<file path="src/rtl/mac_seq_pkg.sv">
// Shared definitions for the MAC sequencer: one-hot state encoding
// and latency counter width.
package mac_seq_pkg;

    localparam int STATE_W = 6;

    localparam int I_IDLE   = 0;
    localparam int I_CLEAR  = 1;
    localparam int I_ISSUE  = 2;
    localparam int I_WAIT   = 3;
    localparam int I_ACC    = 4;
    localparam int I_OUTPUT = 5;

    localparam logic [STATE_W-1:0] S_IDLE   = 6'b000001;
    localparam logic [STATE_W-1:0] S_CLEAR  = 6'b000010;
    localparam logic [STATE_W-1:0] S_ISSUE  = 6'b000100;
    localparam logic [STATE_W-1:0] S_WAIT   = 6'b001000;
    localparam logic [STATE_W-1:0] S_ACC    = 6'b010000;
    localparam logic [STATE_W-1:0] S_OUTPUT = 6'b100000;

    // Wide enough for READ_LATENCY up to 7.
    localparam int LAT_W = 3;

endpackage

</file>
<file path="src/rtl/mac_index_counter.sv">
// Two-dimensional row-major index counter (b fastest) with clear,
// load and increment; last_o flags the all-ones corner.
module mac_index_counter #(
    parameter int IDX_W = 3
) (
    input  logic             clock,
    input  logic             reset,
    input  logic             clr_i,
    input  logic             load_i,
    input  logic             inc_i,
    input  logic [IDX_W-1:0] a_load_i,
    input  logic [IDX_W-1:0] b_load_i,
    output logic [IDX_W-1:0] a_o,
    output logic [IDX_W-1:0] b_o,
    output logic             last_o
);

    logic [IDX_W-1:0] a_q, a_d;
    logic [IDX_W-1:0] b_q, b_d;

    always_comb begin
        a_d = a_q;
        b_d = b_q;
        if (clr_i) begin
            a_d = '0;
            b_d = '0;
        end else if (load_i) begin
            a_d = a_load_i;
            b_d = b_load_i;
        end else if (inc_i) begin
            b_d = b_q + 1'b1;
            if (&b_q) a_d = a_q + 1'b1;
        end
    end

    always_ff @(posedge clock or posedge reset) begin
        if (reset) begin
            a_q <= '0;
            b_q <= '0;
        end else begin
            a_q <= a_d;
            b_q <= b_d;
        end
    end

    assign a_o    = a_q;
    assign b_o    = b_q;
    assign last_o = (&a_q) & (&b_q);

endmodule

</file>
<file path="src/rtl/mac_sequencer.sv">
// Sequencer for an N x N multiply-accumulate engine: clears the MAC,
// sweeps all inputs through the RAM, then hands the sum to a consumer.
module mac_sequencer
    import mac_seq_pkg::*;
#(
    parameter int IDX_W        = 3,
    parameter int READ_LATENCY = 1
) (
    input  logic               clock,
    input  logic               reset,
    input  logic               start,
    input  logic               single,
    input  logic [IDX_W-1:0]   x_sel,
    input  logic [IDX_W-1:0]   y_sel,
    input  logic               abort,
    input  logic               result_ack,
    output logic [IDX_W-1:0]   u,
    output logic [IDX_W-1:0]   v,
    output logic [IDX_W-1:0]   x,
    output logic [IDX_W-1:0]   y,
    output logic [2*IDX_W-1:0] address,
    output logic               read_enable,
    output logic               active_MAC,
    output logic               reset_MAC,
    output logic               result_valid,
    output logic               ready,
    output logic               done
);

    localparam logic [LAT_W-1:0] CNT_INIT =
        LAT_W'(READ_LATENCY > 1 ? READ_LATENCY - 2 : 0);

    logic [STATE_W-1:0] state_q, state_d;
    logic [LAT_W-1:0]   cnt_q, cnt_d;
    logic               single_q;
    logic               go, uv_last, xy_last, uv_inc, xy_inc;
    logic               re_d, act_d, rmac_d, rv_d, rdy_d, done_d;
    logic               re_q, act_q, rmac_q, rv_q, rdy_q, done_q;

    assign go     = state_q[I_IDLE] & start & ~abort;
    assign uv_inc = state_q[I_ACC] & ~abort;
    assign xy_inc = state_q[I_OUTPUT] & result_ack & ~abort
                  & ~single_q & ~xy_last;

    mac_index_counter #(.IDX_W(IDX_W)) u_uv (
        .clock    (clock),
        .reset    (reset),
        .clr_i    (go),
        .load_i   (1'b0),
        .inc_i    (uv_inc),
        .a_load_i ('0),
        .b_load_i ('0),
        .a_o      (u),
        .b_o      (v),
        .last_o   (uv_last)
    );

    mac_index_counter #(.IDX_W(IDX_W)) u_xy (
        .clock    (clock),
        .reset    (reset),
        .clr_i    (1'b0),
        .load_i   (go),
        .inc_i    (xy_inc),
        .a_load_i (single ? x_sel : '0),
        .b_load_i (single ? y_sel : '0),
        .a_o      (x),
        .b_o      (y),
        .last_o   (xy_last)
    );

    always_ff @(posedge clock or posedge reset) begin
        if (reset) begin
            state_q  <= S_IDLE;
            cnt_q    <= '0;
            single_q <= 1'b0;
            re_q     <= 1'b0;
            act_q    <= 1'b0;
            rmac_q   <= 1'b0;
            rv_q     <= 1'b0;
            rdy_q    <= 1'b1;
            done_q   <= 1'b0;
        end else begin
            state_q  <= state_d;
            cnt_q    <= cnt_d;
            if (go) single_q <= single;
            re_q     <= re_d;
            act_q    <= act_d;
            rmac_q   <= rmac_d;
            rv_q     <= rv_d;
            rdy_q    <= rdy_d;
            done_q   <= done_d;
        end
    end

    always_comb begin
        state_d = state_q;
        cnt_d   = cnt_q;
        unique case (1'b1)
            state_q[I_IDLE]:   if (go) state_d = S_CLEAR;
            state_q[I_CLEAR]:  state_d = S_ISSUE;
            state_q[I_ISSUE]: begin
                if (READ_LATENCY == 1) begin
                    state_d = S_ACC;
                end else begin
                    state_d = S_WAIT;
                    cnt_d   = CNT_INIT;
                end
            end
            state_q[I_WAIT]: begin
                if (cnt_q == '0) state_d = S_ACC;
                else             cnt_d   = cnt_q - 1'b1;
            end
            state_q[I_ACC]:    state_d = uv_last ? S_OUTPUT : S_ISSUE;
            state_q[I_OUTPUT]: begin
                if (result_ack)
                    state_d = (single_q | xy_last) ? S_IDLE : S_CLEAR;
            end
            default:           state_d = S_IDLE;
        endcase
        // Abort overrides everything, including a same-cycle ack.
        if (abort) state_d = S_IDLE;
    end

    always_comb begin
        re_d   = state_d[I_ISSUE];
        act_d  = state_d[I_ACC];
        rmac_d = state_d[I_CLEAR];
        rv_d   = state_d[I_OUTPUT];
        rdy_d  = state_d[I_IDLE];
        done_d = state_q[I_OUTPUT] & result_ack & ~abort
               & (single_q | xy_last);
    end

    assign address      = {u, v};
    assign read_enable  = re_q;
    assign active_MAC   = act_q;
    assign reset_MAC    = rmac_q;
    assign result_valid = rv_q;
    assign ready        = rdy_q;
    assign done         = done_q;

endmodule

</file>
<file path="config.mk">
export PLATFORM = sky130hd
export DESIGN_NAME = mac_sequencer
export DESIGN_NICKNAME = d
export VERILOG_FILES = /design/src/rtl/mac_seq_pkg.sv /design/src/rtl/mac_index_counter.sv /design/src/rtl/mac_sequencer.sv
export SDC_FILE = /design/constraint.sdc
export NUM_CORES = 1
export LEC_CHECK = 0
export BUFFER_PORTS_ARGS = -buffer_cell sky130_fd_sc_hd__buf_4
export CAP_MARGIN = 20
export CORE_MARGIN = 1
export CORE_UTILIZATION = 54
export DETAILED_ROUTE_END_ITERATION = 12
export HOLD_SLACK_MARGIN = 0.12
export PLACE_DENSITY = 0.83
export SKIP_LAST_GASP = 1
export SYNTH_ARGS = -nofsm -noshare
export SYNTH_HDL_FRONTEND = slang
export SYNTH_SLANG_ARGS = --single-unit
</file>
<file path="constraint.sdc">
create_clock -name clock -period 2.8 [get_ports clock]
set_input_delay 0.42 -clock clock [delete_from_list [all_inputs] [get_ports clock]]
set_output_delay 0.42 -clock clock [all_outputs]
set_load 0.05 [all_outputs]
</file>
-- Word-level counts from Yosys, hierarchy flattened
Cells that the tools add are included.
- flip-flop bits (word level): 28
- bits in latches: 0
- RAM bits: 0
- bits in read-only memories: 0
- bits of input ports: 12
- output and inout port bits: 24
- logic and storage cells: 64
- memories kept: 0
- add/subtract/negate cells: 5
- $mul: 0
- div/mod/pow operators: 0
- order comparisons: 0
- equal/unequal tests: 0
- shifts and indexed selects: 0
- multiplexer cells: 19
- bitwise gates (word level): 15
- reductions and logical operators: 12
- operators with widths (kind ; number):
    two-way mux 3 bit ; 12
    case mux 6 bit (6 select lines) ; 1
    two-way mux 6 bit ; 3
    adder 3 x 1 -> 3 bit, second input constant ; 4
    AND reduction 3 bit ; 4
    AND 1 bit ; 10
    nonzero test 2 bit ; 4
    AND reduction 2 bit ; 3
    two-way mux 5 bit ; 1
    two-way mux 2 bit ; 2
    inverter 1 bit ; 4
    zero test 3 bit ; 1
    subtractor 3 x 1 -> 3 bit, second input constant ; 1
    bitwise OR 1 bit ; 1

-- Logic depth before layout (Yosys ltp)
Gate-level depths: netlist of the first run.
- word-level depth: 7
- mapped depth: 5

-- Cells and area by module
Synthesis of the first run repeated with hierarchy kept, for this count alone.
- cells, all modules: 132
- area total of the unflattened synthesis: 1356.3 um2
- by module, submodules not included (module ; times used ; cells each ; area an instance (um2) ; sequential area each (um2)):
    mac_sequencer ; 1 ; 62 ; 585.6 ; 276.5
    mac_index_counter (u_uv) ; 1 ; 35 ; 390.4 ; 150.1
    mac_index_counter (u_xy) ; 1 ; 35 ; 380.4 ; 150.1

-- Least setup slack after synthesis of the first run
Ideal clock, no wire load.
- kind: register -> register
- from: reg u_xy.b_q[0], in the netlist u_xy.b_o[0]
- to: reg u_xy.b_q[0], in the netlist u_xy.b_o[0]
- library setup time: 0.082 ns
- arrival: 1.668 ns
- path slack: 1.050 ns
- stages on the path, launching flop included: 6
- clock period less this slack: 1.750 ns
- cells stage by stage: dfrtp_1 > ha_1 > ha_1 > and2_1 > or3_1 > a31oi_1
- cells in the longest elaborated chain, start to end: 5
- ends and longest elaborated chain (item ; line ; RTL):
    from (decl) ; mac_index_counter.sv:19 ; logic [IDX_W-1:0] b_q, b_d;
    from (signal assigned) ; mac_index_counter.sv:39 ; b_q <= '0;
    from (signal assigned) ; mac_index_counter.sv:42 ; b_q <= b_d;
    branches (longest 5 deep; another with adder 3 x 1 -> 3 bit) ; - ;
Several ways; the timed one is not identified. The select of a mux whose other input is x is not followed.
A chain may end at the register's enable or synchronous reset.

-- Worst setup path after layout of the first run
Ends and elaborated chain as after synthesis.

==> results of run 1 <==
## cells in the mapped netlist (2+ instances only)
cell type and n:
mux2i_1 2, a31oi_1 5, nand2_1 9, ha_1 10, nand3_1 2, buf_4 6, buf_2 4, a22o_1 2
inv_1 9, nand2b_1 2, nand3b_1 3, o21ai_0 8, xnor2_1 2, a21o_1 2, a21oi_1 13, nor2_1 9
or3_1 2, dfrtp_1 22
## layer usage
layer  vias up  track usage, %  share of wire [%]
met1       472           23.20                 44
met3         2           3.086                4.0
met5         -               0                  0
li1        490               -                  -
met2        34           36.26                 51
met4         0           9.524               0.60
## power groups by stage
stage / Sequential (mW) / Combinational [mW] / Clock, mW
floorplan: 0.500 / 0.132 / 0
global placement: 0.402 / 0.309 / 0
detailed placement: 0.403 / 0.316 / 0
CTS: 0.397 / 0.318 / 0.159
global route: 0.401 / 0.335 / 0.175
finish: 0.398 / 0.315 / 0.158
## state kept, by name, indices dropped and copies added (netlist names)
| name | count |
|---|---|
| u_xy.a_o | 3 |
| u_uv.a_o | 3 |
| state_q | 5 |
| u_uv.b_o | 3 |
| cnt_q | 3 |
| result_valid | 1 |
| done | 1 |
| u_xy.b_o | 3 |
| single_q | 1 |
## layout make-up
class	instances	area, um^2	share of cell area (%)
tap	27	33.78	2.258
multi-input combinational	83	559.3	37.37
clock buffer	3	22.52	1.505
timing repair buffer	35	262.8	17.56
inverter	9	33.78	2.258
sequential	23	576.8	38.55
clock inverter	1	7.507	0.5017
## cells in the final DEF, fill, tap and decap left out, drive strengths merged, types with 2 or more instances in the layout
cell / count
a31oi: 5
inv: 9
a21o: 2
nand2: 9
buf: 35
nand3b: 3
mux2i: 2
o21ai: 8
or3: 2
ha: 10
a22o: 2
o31a: 2
clkbuf: 3
a21oi: 13
dfrtp: 22
nand2b: 2
xnor2: 2
nand3: 2
nor2: 9
## through the flow
stage                     power, mW  util [%]  std cells  hold WS [ns]  setup WS [ns]
after floorplan              0.6320         -        125        0.4212          1.050
after global placement       0.7107     71.12        177        0.4636          1.154
after detailed placement     0.7196     71.12        177        0.4629          1.118
after CTS                    0.8743     72.57        181        0.2941          1.174
after global routing         0.9116     72.57        181        0.3217          1.084
final                        0.8712     72.57        181        0.2589          1.174
## how the worst min path moves through the flow
stage	from	endpoint	slack [ns]
2_1_floorplan	reset	cnt_q[0]$_DFFE_PP0N_	0.42
3_3_place_gp	cnt_q[0]$_DFFE_PP0N_	cnt_q[0]$_DFFE_PP0N_	0.46
3_5_place_dp	cnt_q[0]$_DFFE_PP0N_	cnt_q[0]$_DFFE_PP0N_	0.46
4_1_cts	reset	cnt_q[1]$_DFFE_PP0N_	0.29
5_1_grt	abort	state_q[3]$_DFF_PP0_	0.32
6_report	reset	cnt_q[1]$_DFFE_PP0N_	0.26
## kinds of logic after synthesis
group / Yosys count / synth area share, %
flops: 23 / 46.71
fa+ha+maj: 10 / 10.13
xor+xnor: 3 / 2.128
buf+inv: 19 / 8.004
mux: 2 / 1.621
compound gates: 34 / 16.52
simple gates: 34 / 14.89
==> metrics.md, run 1 <==
| Metric | Value |
|---|---|
| Run status | `completed` |
| Post-synth top area share | `around 45%` |
| Grt ovf | `0` |
| Area of placed instances | `around 1500 um^2` |
| Reg2Reg Depth | `5` |
| Area of the core | `between 2000 and 2500 um^2` |
| Max transition margin | `44.17%` |
| Ports | `36` |
| Layout cells sized above 1 | `~28%` |
| Initial Util | `between 50 and 60%` |
| Pwr dens | `~580 nW/um^2` |
| Slack of the worst reg-to-reg path | `about 1.2 ns` |
| Cell type of the slowest stage on the worst timing path | `dfrtp_1` |
| Post-CTS Repair Setup Buffers | `0` |
| Final Cycle Share | `around three fifths` |
| Sequential area share after synthesis | `46.71%` |
| Vias in the first global route | `between 900 and 1,000` |
| First-pass GRT wire length | `roughly 3700 um` |
| Ranking of synthesized cells by area | `dfrtp_1, ha_1, a21oi_1` |
| Number of distinct library cells after synthesis | `31` |
| Die span in x | `approximately 50 um` |
| Routed WL | `approximately 2300 um` |
| Synthesized Nets | `around 150` |
| Levels on crit path | `5` |
| Routed Antenna Nets | `0` |
| Final hold viol count | `0` |
| Chip height | `approximately 50 um` |
| Fillers | `about 150` |
| Root buffer cell | `clkbuf_4` |
| RSZ-0062 raised after global routing | `false` |
| Fin nets | `between 150 and 200` |
| Post-Synthesis Cells | `125` |
| Final instance area | `~1500 um^2` |
| Slew Viols, Final | `0` |
| Layout Area Growth over Synthesis | `21.18%` |
| Drt pass-1 iters | `4` |
| Switch Pwr | `about 0.35 mW` |
| Top cell by count, worst path | `ha_1` |
| Syn avg cell area | `9.879 um^2` |
| P_int | `0.5246 mW` |
| Initial antenna violation count | `0` |
| Number of H-tree levels | `1` |
| Number of buffers created by CTS | `3` |
| Ys flop type | `dfrtp_1` |
| R2r endpoint | `u_xy.b_o[0]$_DFFE_PP0P_` |
| WP data required | `about 3 ns` |
| Slowest stage delay, CP | `around 0.43 ns` |
| Clock-pin slew on the worst setup and hold paths | `0.13 ns` |
| # diodes | `0` |
| DR iter-0 viols | `22` |
| CP Data Arrival Time | `between 1.5 and 2 ns` |
| Hold buffer count at CTS | `0` |
| Hpwl dp | `1738 um` |
| Crit Path Category | `flip-flop to flip-flop` |
| Flip-flop and latch count after synthesis | `23` |
| GR Util All Layers | `around a fifth` |
| Clock buffer depth | `2` |
| Max Fclk | `614.9 MHz` |
| Critical Path, Cell by Cell | `ha_1 -> ha_1 -> and2_1 -> or3_1 -> a31oi_1` |
| Via Count | `998` |
| Combinational share of power | `36.2%` |
| Worst R2R Start | `u_xy.b_o[0]$_DFFE_PP0P_` |
| Sum Neg Setup Slack | `0 ns` |
| Final Setup Violations | `0` |
| Final Skew | `between 0.003 and 0.004 ns` |
| Crit Path Max Fanout | `6` |
| Post-CTS resize count | `0` |
| Crit-path leading delay family | `simple AND/OR/NAND/NOR gates` |
| MaxCap Viol Count | `0` |
| Worst hold path class | `primary input to async pin` |
| Sink Count | `23` |
| Worst-Skew Late Latency | `0.31 ns` |
| Slew at the pin with the worst max-slew slack | `roughly 0.84 ns` |
| Clock period minus final worst setup slack | `1.626 ns` |
| Port Buffers | `35` |
| Critical path destination | `u_xy.b_o[0]$_DFFE_PP0P_` |
| Async set or reset register ratio after synthesis | `100.0%` |
| Via density | `~5.5` |
| CP Launch Type | `flip-flop` |
| Clock power share | `approximately 18%` |
| CP startpoint | `u_xy.b_o[0]$_DFFE_PP0P_` |
| WL/cell | `roughly 13 um` |
| Pleak | `0.7657 nW` |
| Global placement routability congestion | `0.7919` |
| Number of flops mapped to enable cells by yosys | `0` |
| Pin count of the biggest net entering global routing | `24` |
| VDD IR max | `a little under 0.4 mV` |
| Post-synth top area cell | `dfrtp_1` |
| Crit path buf inv count | `0` |
| Rows | `16` |
| DRC | `0` |
| Seq pwr share | `a little under half` |
| Synthesized cell area | `1235 um^2` |
| Synthesis Warnings | `0` |
| Critical path capture point type | `flip-flop` |
| Die area | `between 2000 and 2500 um^2` |
| Sw frac | `39.78%` |
| CTS tree | `built` |
Note: power is estimated with default switching activity, not from simulation.
==> inputs of run 2 (changes only) <==
CORE_UTILIZATION = 45   (was 54)
PLACE_DENSITY = 0.74   (was 0.83)
clock period = 1.36 ns   (was 2.8 ns; I/O delays follow)
==> metrics.md, run 2 (synthesis gave the netlist of run 1 again) <==
| Metric | Value |
|---|---|
| Final Setup Violations | `3` |
| Clock buffer depth | `2` |
| WL/cell | `about 14 um` |
| GR Util All Layers | `20.39%` |
| Drt pass-1 iters | `4` |
| First-pass GRT wire length | `about 4200 um` |
| Number of H-tree levels | `1` |
| Die span in x | `approximately 54 um` |
| Final Non-Filler Cells | `approximately 200` |
| Crit Path Category | `flip-flop to flip-flop` |
| Final hold viol count | `0` |
| Worst hold path class | `primary input to flip-flop` |
| Global placement routability congestion | `roughly 0.73` |
| Failing checks | `setup timing` |
| Pin count of the biggest net entering global routing | `24` |
| Top reg by flops | `state_q` |
| Hold Path End | `state_q[0]$_DFF_PP1_` |
| Pwr dens | `1127 nW/um^2` |
| Via density | `roughly 5.4` |
| Hpwl dp | `between 2000 and 2500 um` |
| CP Data Arrival Time | `between 1.5 and 2 ns` |
| CP Launch Type | `flip-flop` |
| Initial antenna violation count | `0` |
| Fin nets | `194` |
| CTS tree | `built` |
| Initial Util | `48.53%` |
| RSZ-0062 raised after global routing | `true` |
| Worst-Skew Late Latency | `about 0.32 ns` |
| Max Fclk | `~700 MHz` |
| WP data required | `approximately 1.6 ns` |
| Grt ovf | `0` |
| Layout cells sized above 1 | `between 40% and 50%` |
| VDD IR max | `between 1 and 1.5 mV` |
| DR iter-0 viols | `13` |
| R2r endpoint | `u_xy.b_o[0]$_DFFE_PP0P_` |
| DRC | `0` |
| Final Skew | `around 0.0015 ns` |
| Clock-pin slew on the worst setup and hold paths | `around 0.13 ns` |
| Routed WL | `2715 um` |
| Largest register FFs | `5` |
| Root buffer cell | `clkbuf_4` |
| Reg2Reg Depth | `5` |
| Ports | `36` |
| Crit Path Max Fanout | `6` |
| Commonest non-fill, non-tap cell in the layout | `buf_4` |
| Final Cycle Share | `105.2%` |
| Slew at the pin with the worst max-slew slack | `between 0.3 and 0.4 ns` |
| Worst R2R Start | `u_xy.a_o[1]$_DFFE_PP0P_` |
| Worst Hold Depth | `3` |
| Rows | `18` |
| Max transition margin | `about four fifths` |
| MaxCap Viol Count | `0` |
| Number of buffers created by CTS | `3` |
| Commonest cells after routing, fill and taps aside | `buf_4, a21oi_1, dfrtp_1` |
| Die area | `around 3000 um^2` |
| Critical path capture point type | `flip-flop` |
| Area of the core | `between 2000 and 3000 um^2` |
| Final WS setup | `-0.07111 ns` |
| # diodes | `0` |
| Layout Area Growth over Synthesis | `42.35%` |
| Port Buffers | `35` |
| Placed cell count | `193` |
| Slew Viols, Final | `0` |
| Vias in the first global route | `about 990` |
| Chip height | `about 54 um` |
| Sink Count | `23` |
| HP Start | `start` |
| Via Count | `1,079` |
| Run status | `finished, violations left` |
| Design Power | `just under 2 mW` |
| Slack of the worst reg-to-reg path | `-0.07 ns` |
| Clock period minus final worst setup slack | `roughly 1.4 ns` |
| Pleak | `about 0.84 nW` |
| Routed Antenna Nets | `0` |
-- run 2: changes by cell type in the layout (fill, tap and decap cells not counted), sizes merged --
cell         delta
buf            +16
clkinv          +1
clkinvlp        -1
dlygate4sd3     +1
-- run 2: area by class of cell --
class                           instances  area (um^2)
Inverter                                9        33.78
Tap cell                               30        37.54
Fill cell                             208        787.0
Clock buffer                            3        22.52
Multi-Input combinational cell         83        665.6
Clock inverter                          1        5.005
Timing Repair Buffer                   52        404.1
Sequential cell                        23        589.3
-- run 2: layer usage --
layer	vias to the layer above	global-route usage (%)	routed length, um
met4	0	8.974	35
met2	30	36.18	1364
met5	-	0	0
li1	521	-	-
met3	4	2.500	91
met1	524	24.39	1223
-- run 2: where the power goes --
group | switching, mW | leakage [nW] | internal [mW]
combinational | 0.474 | 0.538 | 0.339
sequential | 0.0824 | 0.285 | 0.758
clock | 0.218 | 0.0177 | 0.110
-- run 2: how the worst max path moves through the flow --
stage / start / end / slack, ns / cells after the start
after floorplan: u_xy.a_o[1]$_DFFE_PP0P_ / u_xy.b_o[0]$_DFFE_PP0P_ / -0.16 / 5
after global placement: u_xy.a_o[1]$_DFFE_PP0P_ / u_xy.b_o[0]$_DFFE_PP0P_ / -0.02 / 5
after detailed placement: u_xy.a_o[0]$_DFFE_PP0P_ / u_xy.b_o[0]$_DFFE_PP0P_ / -0.04 / 5
after CTS: u_xy.a_o[0]$_DFFE_PP0P_ / u_xy.b_o[0]$_DFFE_PP0P_ / -0.08 / 5
after global routing: u_xy.a_o[0]$_DFFE_PP0P_ / u_xy.b_o[0]$_DFFE_PP0P_ / -0.11 / 5
final: u_xy.a_o[1]$_DFFE_PP0P_ / u_xy.b_o[0]$_DFFE_PP0P_ / -0.07 / 5
-- run 2: worst max-delay path: stages (launching register included) --
cell     delay [ns]
dfrtp_2        0.45
ha_4           0.17
ha_4           0.15
and2_4         0.17
or3_1          0.30
a31oi_1        0.13
-- run 2: stage by stage --
step | setup TNS (ns) | hold slack [ns] | setup WS [ns] | area (um^2) | util [%]
2_1_floorplan | -0.5255 | 0.2045 | -0.1575 | 1323 | -
3_3_place_gp | -0.02986 | 0.2679 | -0.02150 | 1655 | 65.04
3_5_place_dp | -0.09381 | 0.2763 | -0.04285 | 1655 | 65.04
4_1_cts | -0.1596 | 0.1383 | -0.07581 | 1713 | 67.31
5_1_grt | -0.3398 | 0.1411 | -0.1145 | 1758 | 69.08
6_report | -0.1447 | 0.1425 | -0.07111 | 1758 | 69.08
-- run 2: timing repair --
action                                 4_1_cts  5_1_grt
setup endpoints to repair                    5       11
gates resized for setup                      3        6
gates cloned                                 0        0
pin swaps                                    0        3
endpoints found under the hold margin       22        0
buffers inserted                             1        2
hold buffers                                 1        0
==> inputs of run 3 (changes only) <==
TNS_END_PERCENT = 30   (was unset)
==> metrics.md, run 3 (synthesis gave the netlist of run 1 again) <==
| Metric | Value |
|---|---|
| VDD IR max | `approximately 1.2 mV` |
| Drt pass-1 iters | `4` |
| Final WS setup | `-0.08208 ns` |
| Pleak | `~0.83 nW` |
| Global placement routability congestion | `0.7306` |
| Number of buffers created by CTS | `3` |
| Max transition margin | `79.47%` |
| Final instance area | `roughly 1700 um^2` |
| Placed cell count | `about 190` |
| Slack of the worst reg-to-reg path | `-0.08 ns` |
| Slew Viols, Final | `0` |
| WP data required | `about 1.6 ns` |
| DR iter-0 viols | `25` |
| Post-CTS Repair Setup Buffers | `0` |
| Rows | `18` |
| Worst hold path class | `primary input to flip-flop` |
| Worst Hold Depth | `3` |
| Port Buffers | `35` |
| Layout cells sized above 1 | `40.83%` |
| Met3 usage | `approximately 3.3%` |
| Initial Util | `between 40 and 50%` |
| GR Util All Layers | `about a fifth` |
| HP Start | `single` |
| Setup WS pre-CTS | `-0.05265 ns` |
| Via density | `around 5.4` |
| Max Fclk | `~690 MHz` |
| Initial antenna violation count | `0` |
| Via Count | `1,067` |
| Final Cycle Share | `106.0%` |
| Cell type of the slowest stage on the worst timing path | `dfrtp_2` |
| Register area | `around 590 um^2` |
| Final Setup Violations | `5` |
| Pin count of the biggest net entering global routing | `24` |
| Clock buffer depth | `2` |
| Hold Path End | `single_q$_DFFE_PP0P_` |
| Root buffer cell | `clkbuf_4` |
| Routed WL | `between 2000 and 3000 um` |
| Grt ovf | `0` |
| Pwr dens | `1162 nW/um^2` |
| Grt met2 use | `36.59%` |
| Design Power | `1.964 mW` |
| CP Data Arrival Time | `roughly 1.7 ns` |
| Slowest stage delay, CP | `approximately 0.45 ns` |
| Routed Antenna Nets | `0` |
| Crit Path Max Fanout | `5` |
| Worst R2R Start | `u_xy.a_o[0]$_DFFE_PP0P_` |
| Die area | `approximately 3000 um^2` |
| Fillers | `between 200 and 250` |
| # diodes | `0` |
| Commonest non-fill, non-tap cell in the layout | `buf_4` |
| Run status | `finished, violations left` |
| MaxCap Viol Count | `0` |
| Final hold viol count | `0` |
| Worst-Skew Late Latency | `about 0.32 ns` |
| Commonest cells after routing, fill and taps aside | `buf_4, dfrtp_1, a21oi_1` |
| Ports | `36` |
| GRT busiest layer | `met2` |
| Top cell by count, worst path | `ha_4` |
| Critical path capture point type | `flip-flop` |
| Area of the core | `between 2000 and 3000 um^2` |
| RSZ-0062 raised after global routing | `true` |
| Clock period minus final worst setup slack | `approximately 1.4 ns` |
| Vias in the first global route | `~1,000` |
| Hpwl dp | `about 2000 um` |
| Chip height | `roughly 54 um` |
| Crit Path Category | `flip-flop to flip-flop` |
| Reg2Reg Depth | `5` |
| R2r endpoint | `u_xy.b_o[0]$_DFFE_PP0P_` |
| Met1 usage | `between 20% and 30%` |
| Final Skew | `0.01507 ns` |
| Top reg by flops | `state_q` |
| CP Launch Type | `flip-flop` |
| Multi-input gate area | `623.1 um^2` |
| DRC | `0` |
| Sink Count | `23` |
| Die span in x | `approximately 54 um` |
| Fin nets | `between 150 and 200` |
| First-pass GRT wire length | `4174 um` |
| Critical Path, Cell by Cell | `ha_4 -> ha_4 -> and2_4 -> or3_1 -> a31oi_1` |
| Largest register FFs | `5` |
| Area of placed instances | `roughly 1600 um^2` |
| CTS tree | `built` |
| Layout Area Growth over Synthesis | `36.88%` |
| Failing checks | `setup timing` |
| Slew at the pin with the worst max-slew slack | `0.3080 ns` |
| WL/cell | `13.64 um` |
| Final Non-Filler Cells | `between 150 and 200` |
| Number of H-tree levels | `1` |
| Clock-pin slew on the worst setup and hold paths | `between 0.1 and 0.15 ns` |
==> run 3: changes by cell type in the layout (fill, tap and decap cells not counted), moves of 2 or more <==
cell           change
ha_4               -2
dlygate4sd3_1      +2
dfrtp_2            -3
buf_4              -2
ha_1               +2
dfrtp_1            +3
==> run 3: metal layers <==
| layer | routed length (um) | share of wire [%] |
|---|---|---|
| met5 | 0 | 0 |
| met4 | 10 | 0.37 |
| met3 | 84 | 3.1 |
| met2 | 1442 | 53 |
| met1 | 1177 | 43 |
==> run 3: cell type report <==
cell class	instances	share of cell area, %
Sequential cell	23	34.64
Clock buffer	3	1.332
Clock inverter	1	0.2961
Multi-Input combinational cell	83	36.86
Timing Repair Buffer	50	22.65
Tap cell	30	2.221
Inverter	9	1.999
==> run 3: stage by stage <==
step / util, % / TNS, ns / hold slack (ns)
floorplan: - / -0.6466 / 0.2047
global placement: 64.01 / -0.03028 / 0.2682
detailed placement: 64.01 / -0.1362 / 0.2710
CTS: 66.27 / -0.2565 / 0.1328
global route: 66.42 / -0.8211 / 0.1277
finish: 66.42 / -0.1904 / 0.1366
==> run 3: power breakdown <==
group	total, mW	switching, mW	internal (mW)
Combinational	0.815	0.486	0.329
Clock	0.328	0.218	0.110
Sequential	0.821	0.0633	0.757
Total	1.96	0.767	1.20
==> run 3: critical path, delay by kind of cell, from the launching register on <==
| family | cells | cell delay, ns |
|---|---|---|
| simple gates | 2 | 0.46 |
| flops | 1 | 0.45 |
| fa+ha+maj | 2 | 0.31 |
| compound gates | 1 | 0.14 |
==> run 3: timing repair <==
action                                  4_1_cts  5_1_grt
endpoints found under the setup margin        6       13
hold buffers                                  3        0
endpoints found under the hold margin        24        0
gates resized for setup                       0        1
==> run 3: worst max path at each step <==
stage,from,endpoint,slack [ns],depth (start not counted)
after CTS,u_xy.a_o[0]$_DFFE_PP0P_,u_xy.b_o[0]$_DFFE_PP0P_,-0.08,5
after global routing,u_xy.a_o[0]$_DFFE_PP0P_,u_xy.b_o[0]$_DFFE_PP0P_,-0.15,5
after detailed placement,u_xy.a_o[1]$_DFFE_PP0P_,u_xy.b_o[0]$_DFFE_PP0P_,-0.05,5
after global placement,u_xy.a_o[1]$_DFFE_PP0P_,u_xy.b_o[0]$_DFFE_PP0P_,-0.02,5
final,u_xy.a_o[0]$_DFFE_PP0P_,u_xy.b_o[0]$_DFFE_PP0P_,-0.08,5
after floorplan,u_xy.a_o[1]$_DFFE_PP0P_,u_xy.b_o[0]$_DFFE_PP0P_,-0.16,5
